[src/rtl/keypad_emulator.sv]
// keypad_emulator: presents a 3x4 matrix keypad to a column-scanning controller, pressing one
// key per accepted command. Define KEYPAD_EMU_BOUNCE_EN to add contact bounce on press/release.
module keypad_emulator #(
  parameter int CLK_PER_MS     = 50000,
  parameter int GAP_MS         = 20,
  parameter int BOUNCE_PERIOD  = 5000,
  parameter int BOUNCE_TOGGLES = 6
) (
  input  logic       clk,
  input  logic       rst,
  input  logic       cmd_valid,
  output logic       cmd_ready,
  input  logic [3:0] cmd_key,
  input  logic [7:0] cmd_hold_ms,
  input  logic [2:0] col,
  output logic [3:0] row,
  output logic       busy,
  output logic       done,
  output logic       err
);

  if ((CLK_PER_MS < 1) || (GAP_MS < 1) || (BOUNCE_PERIOD < 1) || (BOUNCE_TOGGLES < 2) ||
      ((BOUNCE_TOGGLES % 2) != 0)) begin : g_bad_cfg
    $error("keypad_emulator: invalid timing parameters");
  end

`ifdef KEYPAD_EMU_BOUNCE_EN
  localparam int CNT_MAX = (CLK_PER_MS > BOUNCE_PERIOD) ? CLK_PER_MS : BOUNCE_PERIOD;
  localparam int TG_W    = $clog2(BOUNCE_TOGGLES + 1);
`else
  localparam int CNT_MAX = CLK_PER_MS;
`endif
  localparam int CNT_W = $clog2(CNT_MAX + 1);
  localparam int MS_W  = ($clog2(GAP_MS + 1) > 8) ? $clog2(GAP_MS + 1) : 8;
  localparam logic [CNT_W-1:0] MS_LAST  = CNT_W'(CLK_PER_MS - 1);
  localparam logic [MS_W-1:0]  GAP_LAST = MS_W'(GAP_MS - 1);
`ifdef KEYPAD_EMU_BOUNCE_EN
  localparam logic [CNT_W-1:0] PH_LAST = CNT_W'(BOUNCE_PERIOD - 1);
  localparam logic [TG_W-1:0]  TG_LAST = TG_W'(BOUNCE_TOGGLES - 1);
`endif

  typedef enum logic [2:0] {IDLE, PRESS_BOUNCE, HOLD, REL_BOUNCE, GAP} state_t;

  // {active-low row lines, active-low column strobe} for each key; unused codes match nothing
  function automatic logic [6:0] key_lines(input logic [3:0] key);
    case (key)
      4'd1:    key_lines = {4'b1110, 3'b110};
      4'd2:    key_lines = {4'b1110, 3'b101};
      4'd3:    key_lines = {4'b1110, 3'b011};
      4'd4:    key_lines = {4'b1101, 3'b110};
      4'd5:    key_lines = {4'b1101, 3'b101};
      4'd6:    key_lines = {4'b1101, 3'b011};
      4'd7:    key_lines = {4'b1011, 3'b110};
      4'd8:    key_lines = {4'b1011, 3'b101};
      4'd9:    key_lines = {4'b1011, 3'b011};
      4'd10:   key_lines = {4'b0111, 3'b110};
      4'd0:    key_lines = {4'b0111, 3'b101};
      4'd11:   key_lines = {4'b0111, 3'b011};
      default: key_lines = {4'b1111, 3'b111};
    endcase
  endfunction

  state_t           state_r, state_s;
  logic [CNT_W-1:0] cnt_r, cnt_s;
  logic [MS_W-1:0]  ms_r, ms_s, hold_last_s;
  logic             contact_r, contact_s;
  logic             cmd_ready_r, busy_r, done_r, err_r, done_s, err_s;
  logic [3:0]       row_r, row_pat_r;
  logic [2:0]       col_pat_r;
  logic [7:0]       hold_m1_r;
  logic             take_s, accept_s;
`ifdef KEYPAD_EMU_BOUNCE_EN
  logic [TG_W-1:0]  tgl_r, tgl_s;
`endif

  assign take_s      = cmd_valid && cmd_ready_r;
  assign accept_s    = take_s && (cmd_key <= 4'd11);
  assign hold_last_s = MS_W'(hold_m1_r);

  // Sequencer: phase timing and contact level for the press currently in progress.
  always_comb begin
    state_s   = state_r;
    cnt_s     = cnt_r + 1'b1;
    ms_s      = ms_r;
    contact_s = contact_r;
    done_s    = 1'b0;
    err_s     = 1'b0;
`ifdef KEYPAD_EMU_BOUNCE_EN
    tgl_s     = tgl_r;
`endif
    case (state_r)
      IDLE: begin
        cnt_s     = '0;
        ms_s      = '0;
        contact_s = 1'b0;
        if (accept_s) begin
`ifdef KEYPAD_EMU_BOUNCE_EN
          state_s = PRESS_BOUNCE;
`else
          state_s = HOLD;
`endif
          contact_s = 1'b1;
        end else begin
          err_s = take_s;
        end
      end
`ifdef KEYPAD_EMU_BOUNCE_EN
      PRESS_BOUNCE: begin
        if (cnt_r == PH_LAST) begin
          cnt_s     = '0;
          contact_s = ~contact_r;
          if (tgl_r == TG_LAST) begin
            tgl_s   = '0;
            state_s = HOLD;
          end else begin
            tgl_s = tgl_r + 1'b1;
          end
        end else begin
          contact_s = contact_r;
        end
      end
`endif
      HOLD: begin
        if (cnt_r == MS_LAST) begin
          cnt_s = '0;
          if (ms_r == hold_last_s) begin
            ms_s      = '0;
            contact_s = 1'b0;
`ifdef KEYPAD_EMU_BOUNCE_EN
            state_s   = REL_BOUNCE;
`else
            state_s   = GAP;
`endif
          end else begin
            ms_s = ms_r + 1'b1;
          end
        end else begin
          ms_s = ms_r;
        end
      end
`ifdef KEYPAD_EMU_BOUNCE_EN
      REL_BOUNCE: begin
        if (cnt_r == PH_LAST) begin
          cnt_s     = '0;
          contact_s = ~contact_r;
          if (tgl_r == TG_LAST) begin
            tgl_s   = '0;
            state_s = GAP;
          end else begin
            tgl_s = tgl_r + 1'b1;
          end
        end else begin
          contact_s = contact_r;
        end
      end
`endif
      GAP: begin
        if (cnt_r == MS_LAST) begin
          cnt_s = '0;
          if (ms_r == GAP_LAST) begin
            ms_s    = '0;
            state_s = IDLE;
            done_s  = 1'b1;
          end else begin
            ms_s = ms_r + 1'b1;
          end
        end else begin
          ms_s = ms_r;
        end
      end
      default: begin
        state_s   = IDLE;
        cnt_s     = '0;
        ms_s      = '0;
        contact_s = 1'b0;
      end
    endcase
  end

  // State, counters and registered handshake/status outputs.
  always_ff @(posedge clk or posedge rst) begin
    if (rst) begin
      state_r     <= IDLE;
      cnt_r       <= '0;
      ms_r        <= '0;
      contact_r   <= 1'b0;
      cmd_ready_r <= 1'b0;
      busy_r      <= 1'b0;
      done_r      <= 1'b0;
      err_r       <= 1'b0;
`ifdef KEYPAD_EMU_BOUNCE_EN
      tgl_r       <= '0;
`endif
    end else begin
      state_r     <= state_s;
      cnt_r       <= cnt_s;
      ms_r        <= ms_s;
      contact_r   <= contact_s;
      cmd_ready_r <= (state_s == IDLE);
      busy_r      <= (state_s != IDLE);
      done_r      <= done_s;
      err_r       <= err_s;
`ifdef KEYPAD_EMU_BOUNCE_EN
      tgl_r       <= tgl_s;
`endif
    end
  end

  // Capture the accepted key's matrix lines and hold time (0 ms behaves as 1 ms).
  always_ff @(posedge clk or posedge rst) begin
    if (rst) begin
      row_pat_r <= 4'b1111;
      col_pat_r <= 3'b111;
      hold_m1_r <= 8'd0;
    end else if (accept_s) begin
      {row_pat_r, col_pat_r} <= key_lines(cmd_key);
      hold_m1_r <= (cmd_hold_ms == 8'd0) ? 8'd0 : (cmd_hold_ms - 8'd1);
    end
  end

  // Row lines answer the strobe one clock later; an invalid strobe never equals the latched column.
  always_ff @(posedge clk or posedge rst) begin
    if (rst) begin
      row_r <= 4'b1111;
    end else begin
      row_r <= (contact_r && (col == col_pat_r)) ? row_pat_r : 4'b1111;
    end
  end

  assign cmd_ready = cmd_ready_r;
  assign busy      = busy_r;
  assign done      = done_r;
  assign err       = err_r;
  assign row       = row_r;

endmodule
[config.mk]
export PLATFORM = sky130hd
export DESIGN_NAME = keypad_emulator
export DESIGN_NICKNAME = d
export VERILOG_FILES = /design/src/rtl/keypad_emulator.sv
export SDC_FILE = /design/constraint.sdc
export NUM_CORES = 1
export LEC_CHECK = 0
export ABC_AREA = 1
export BUFFER_PORTS_ARGS = -buffer_cell sky130_fd_sc_hd__buf_2
export CAP_MARGIN = 20
export CORE_MARGIN = 2
export CORE_UTILIZATION = 55
export CTS_CLUSTER_SIZE = 20
export DETAILED_ROUTE_END_ITERATION = 12
export GPL_ROUTABILITY_DRIVEN = 0
export HOLD_SLACK_MARGIN = 0.06
export PLACE_DENSITY_LB_ADDON = 0.1
export REMOVE_ABC_BUFFERS = 1
export SLEW_MARGIN = 0
export SYNTH_ARGS = -nofsm -noshare
export SYNTH_HDL_FRONTEND = slang
export SYNTH_SLANG_ARGS = --single-unit
export TNS_END_PERCENT = 1
[constraint.sdc]
create_clock -name clk -period 3.39 [get_ports clk]
set_input_delay 0.1695 -clock clk [delete_from_list [all_inputs] [get_ports clk]]
set_output_delay 0.1695 -clock clk [all_outputs]
set_load 0.02 [all_outputs]
==> results.sh <==
export IMPL_outcome="finished, final reports clean"
export IMPL_netlist_top_cells_count="100 x nand2_1, 57 x inv_1, 40 x dfrtp_1, 32 x nor2_1, 25 x nand3_1"
export IMPL_cts_tree="done"
export IMPL_post_dp_hpwl_mm=4.59
export IMPL_p_comb_frac=0.151
export IMPL_grt_setup_unrepaired="false"
export IMPL_power_density_nw_per_um2=386
export IMPL_startpoint_type="register"
export IMPL_cp_slowest_cell="dfrtp_1"
export IMPL_ir_drop_mv=0.209
export IMPL_synth_top_area_cell="dfrtp_1"
export IMPL_cp_depth=10
export IMPL_htreeDepth=2
export IMPL_drt_pass1_iterations=4
export IMPL_drc=0
export IMPL_register_area_um2=1290
export IMPL_yosys_warnings=0
export IMPL_finClkSkew_ns=0.00558
export IMPL_wl_met3_um=192
export IMPL_instances_no_fill=485
export IMPL_met1_length_mm=2.65
export IMPL_vias_per_cell=5.04
export IMPL_syn_area_um2=2940
export IMPL_crit_arrival_ns=1.88
export IMPL_diodes=0
export IMPL_syn_avg_cell_area_um2=7.68
export IMPL_end_kind="register"
export IMPL_routed_wirelength_mm=5.97
export IMPL_max_freq_mhz=593
export IMPL_async_flop_share=1.00
export IMPL_clock_path_buffers=2
export IMPL_drive_above_1_share=0.186
export IMPL_cpPeakStageDelay_ns=0.38
export IMPL_clockRootBuffer="clkbuf_8"
export IMPL_drt_initial_drc_count=97
export IMPL_cts_buffers_inserted=5
export IMPL_power_frac_seq=0.546
export IMPL_die_w_um=77.1
export IMPL_grt_pass1_wl_mm=10.6
export IMPL_area_delta_synth_final_pct=10.6
export IMPL_ant_nets=0
export IMPL_fin_crit_sh=0.498
export IMPL_post_cts_buffers=0
export IMPL_clk_latency_ns=0.30
export IMPL_period_needed_ns=1.69
export IMPL_yosysUniqueCellTypes=35
export IMPL_grt_pass1_vias=2385
export IMPL_yosysTopAreaCellShare=0.340
export IMPL_synth_ff_type="dfrtp_1"
export IMPL_multi_input_comb_area_um2=1390
export IMPL_worstPathCellList="ha_1 > nand2_2 > nor2_4 > nand3_4 > inv_2 > nand2_2 > nand2_4 > inv_2 > nor2_2 > nor2_1"
export IMPL_fill_cells=483
export IMPL_met2_length_mm=3.04
export IMPL_portBuffers=25
export IMPL_io_pins=26
export IMPL_rr_worst_depth=10
export IMPL_nNetsFinal=441
export IMPL_r2r_slack_ns=1.70
export IMPL_cp_required_ns=3.59
export IMPL_grt_max_degree=34
export IMPL_clkPwrFrac=0.303
export IMPL_rows=26
export IMPL_leakage_nw=1.62
export IMPL_synthTopCellsByArea="dfrtp_1 34%, nand2_1 13%, dfstp_2 9.8%"
export IMPL_yosysMostFrequentCell="nand2_1"
export IMPL_intPower_w=0.000916
export IMPL_cp_top_family="simple AND/OR/NAND/NOR gates"
export IMPL_hp_class="primary input to register"
export IMPL_start_util=0.572
export IMPL_detailroute_via_count=2446
export IMPL_critical_path_class="register to register"
export IMPL_clock_sinks=51
export IMPL_grt_overflow=0
export IMPL_wl_per_cell_um=12.3
export IMPL_highest_layer="met4"
export IMPL_holdPathStages=2
export IMPL_clk_pin_slew_worst_paths_ns=0.09
export IMPL_dieArea_um2=5950
export IMPL_finalSetupTns_ns=0
export IMPL_path_max_fanout=16
export IMPL_p_sw_w=0.000339
export IMPL_worst_path_buf_inv=2
export IMPL_drv_cap=0
export IMPL_place_inst=476
export IMPL_setup_viol=0
export IMPL_grt_use_total=0.218
export IMPL_die_h_um=77.1
export IMPL_antenna_found_initial=0
export IMPL_swShare=0.270
export IMPL_syn_inst=383
export IMPL_synth_edf_count=0
export IMPL_tightest_slew_ns=0.753
export IMPL_relSlewSlack=0.493
export IMPL_core_area_um2=5140
export IMPL_yosysSeqAreaShare=0.439
export IMPL_finalMaxSlewViolations=0
export IMPL_ys_ff_latch=51
export IMPL_hold_viol=0
## path summary, 6_finish.rpt
kind	from	end
max	cnt_r[0]	ms_r[3]
min	cmd_hold_ms[0]	hold_last_s[0]
max reg2reg	cnt_r[0]	ms_r[3]
min reg2reg	row_pat_r[3]	row[3]
max in group asynchronous	rst	row_pat_r[0]
min in group asynchronous	rst	hold_last_s[0]
## power groups by stage
| stage | sequential, W | clock [W] | combinational, W |
|---|---|---|---|
| 6_report | 0.000685 | 0.000380 | 0.000190 |
| 2_1_floorplan | 0.000697 | 0 | 0.000134 |
| 3_3_place_gp | 0.000695 | 0 | 0.000187 |
| 3_5_place_dp | 0.000697 | 0 | 0.000191 |
| 4_1_cts | 0.000685 | 0.000390 | 0.000193 |
| 5_1_grt | 0.000691 | 0.000414 | 0.000221 |
## worst reg2reg max path: cells and delay by family, from the launching register on
kind	cells	cell delay, ns
DFF	1	0.38
buffers and inverters	2	0.21
and+or+nand+nor	7	0.79
adders and majority gates	1	0.21
## timing repair
| action | 4_1_cts | 5_1_grt |
|---|---|---|
| endpoints found under the hold margin | 25 | 0 |
| resized for setup | 0 | 0 |
| hold buffers | 1 | 0 |
## registers in the layout, summed over array words and instances (netlist names)
signal	count
hold_last_s	8
done	1
cmd_ready	1
contact_r	1
row_pat_r	4
ms_r	8
row	4
cnt_r	16
state_r	3
col_pat_r	3
err	1
busy	1
## area by class of cell
class,instances,area share
multi-input combinational,264,0.426
tap,70,0.0269
timing repair buffer,27,0.0438
sequential,51,0.396
inverter,65,0.0750
clock inverter,1,0.00231
clock buffer,7,0.0296
## layout by cell type (no fill, tap or decap), types with 3 or more instances in the layout
cell / n
nand2_1: 100
o21ai_0: 11
xor2_1: 9
nor2_4: 3
nand4_1: 10
dfstp_2: 11
inv_2: 9
nor3_1: 10
nor2_1: 32
nand2_2: 6
clkbuf_8: 7
buf_2: 25
nand3_1: 25
o21ai_1: 4
a21oi_1: 12
dfrtp_1: 40
xnor2_1: 5
o22ai_1: 5
inv_1: 56
nor2_2: 7
ha_1: 9
## cells by family after synthesis
group | Yosys count | synth area share
buf+inv | 68 | 0.0902
simple gates | 203 | 0.321
xor+xnor | 14 | 0.0417
compound gates | 37 | 0.0693
flops | 51 | 0.439
other cells | 1 | 0.00127
fa+ha+maj | 9 | 0.0383
## metrics by stage
stage / hold slack (ns) / power (W) / instance area [µm²] / setup WS (ns) / util
after floorplan: 0.273 / 0.000831 / 2920 / 1.90 / -
after global placement: 0.310 / 0.000882 / 3140 / 1.76 / 0.611
after detailed placement: 0.311 / 0.000888 / 3140 / 1.70 / 0.611
after CTS: 0.0654 / 0.00127 / 3250 / 1.69 / 0.633
after global routing: 0.0730 / 0.00133 / 3250 / 1.53 / 0.633
final: 0.0729 / 0.00126 / 3250 / 1.70 / 0.633
## routing by layer
| layer | GRT usage | vias up |
|---|---|---|
| met5 | 0 | - |
| met4 | 0.0714 | 0 |
| met3 | 0.0306 | 8 |
| met2 | 0.391 | 52 |
| met1 | 0.268 | 1123 |
| li1 | - | 1263 |
Power figures use the tool's default switching activity.
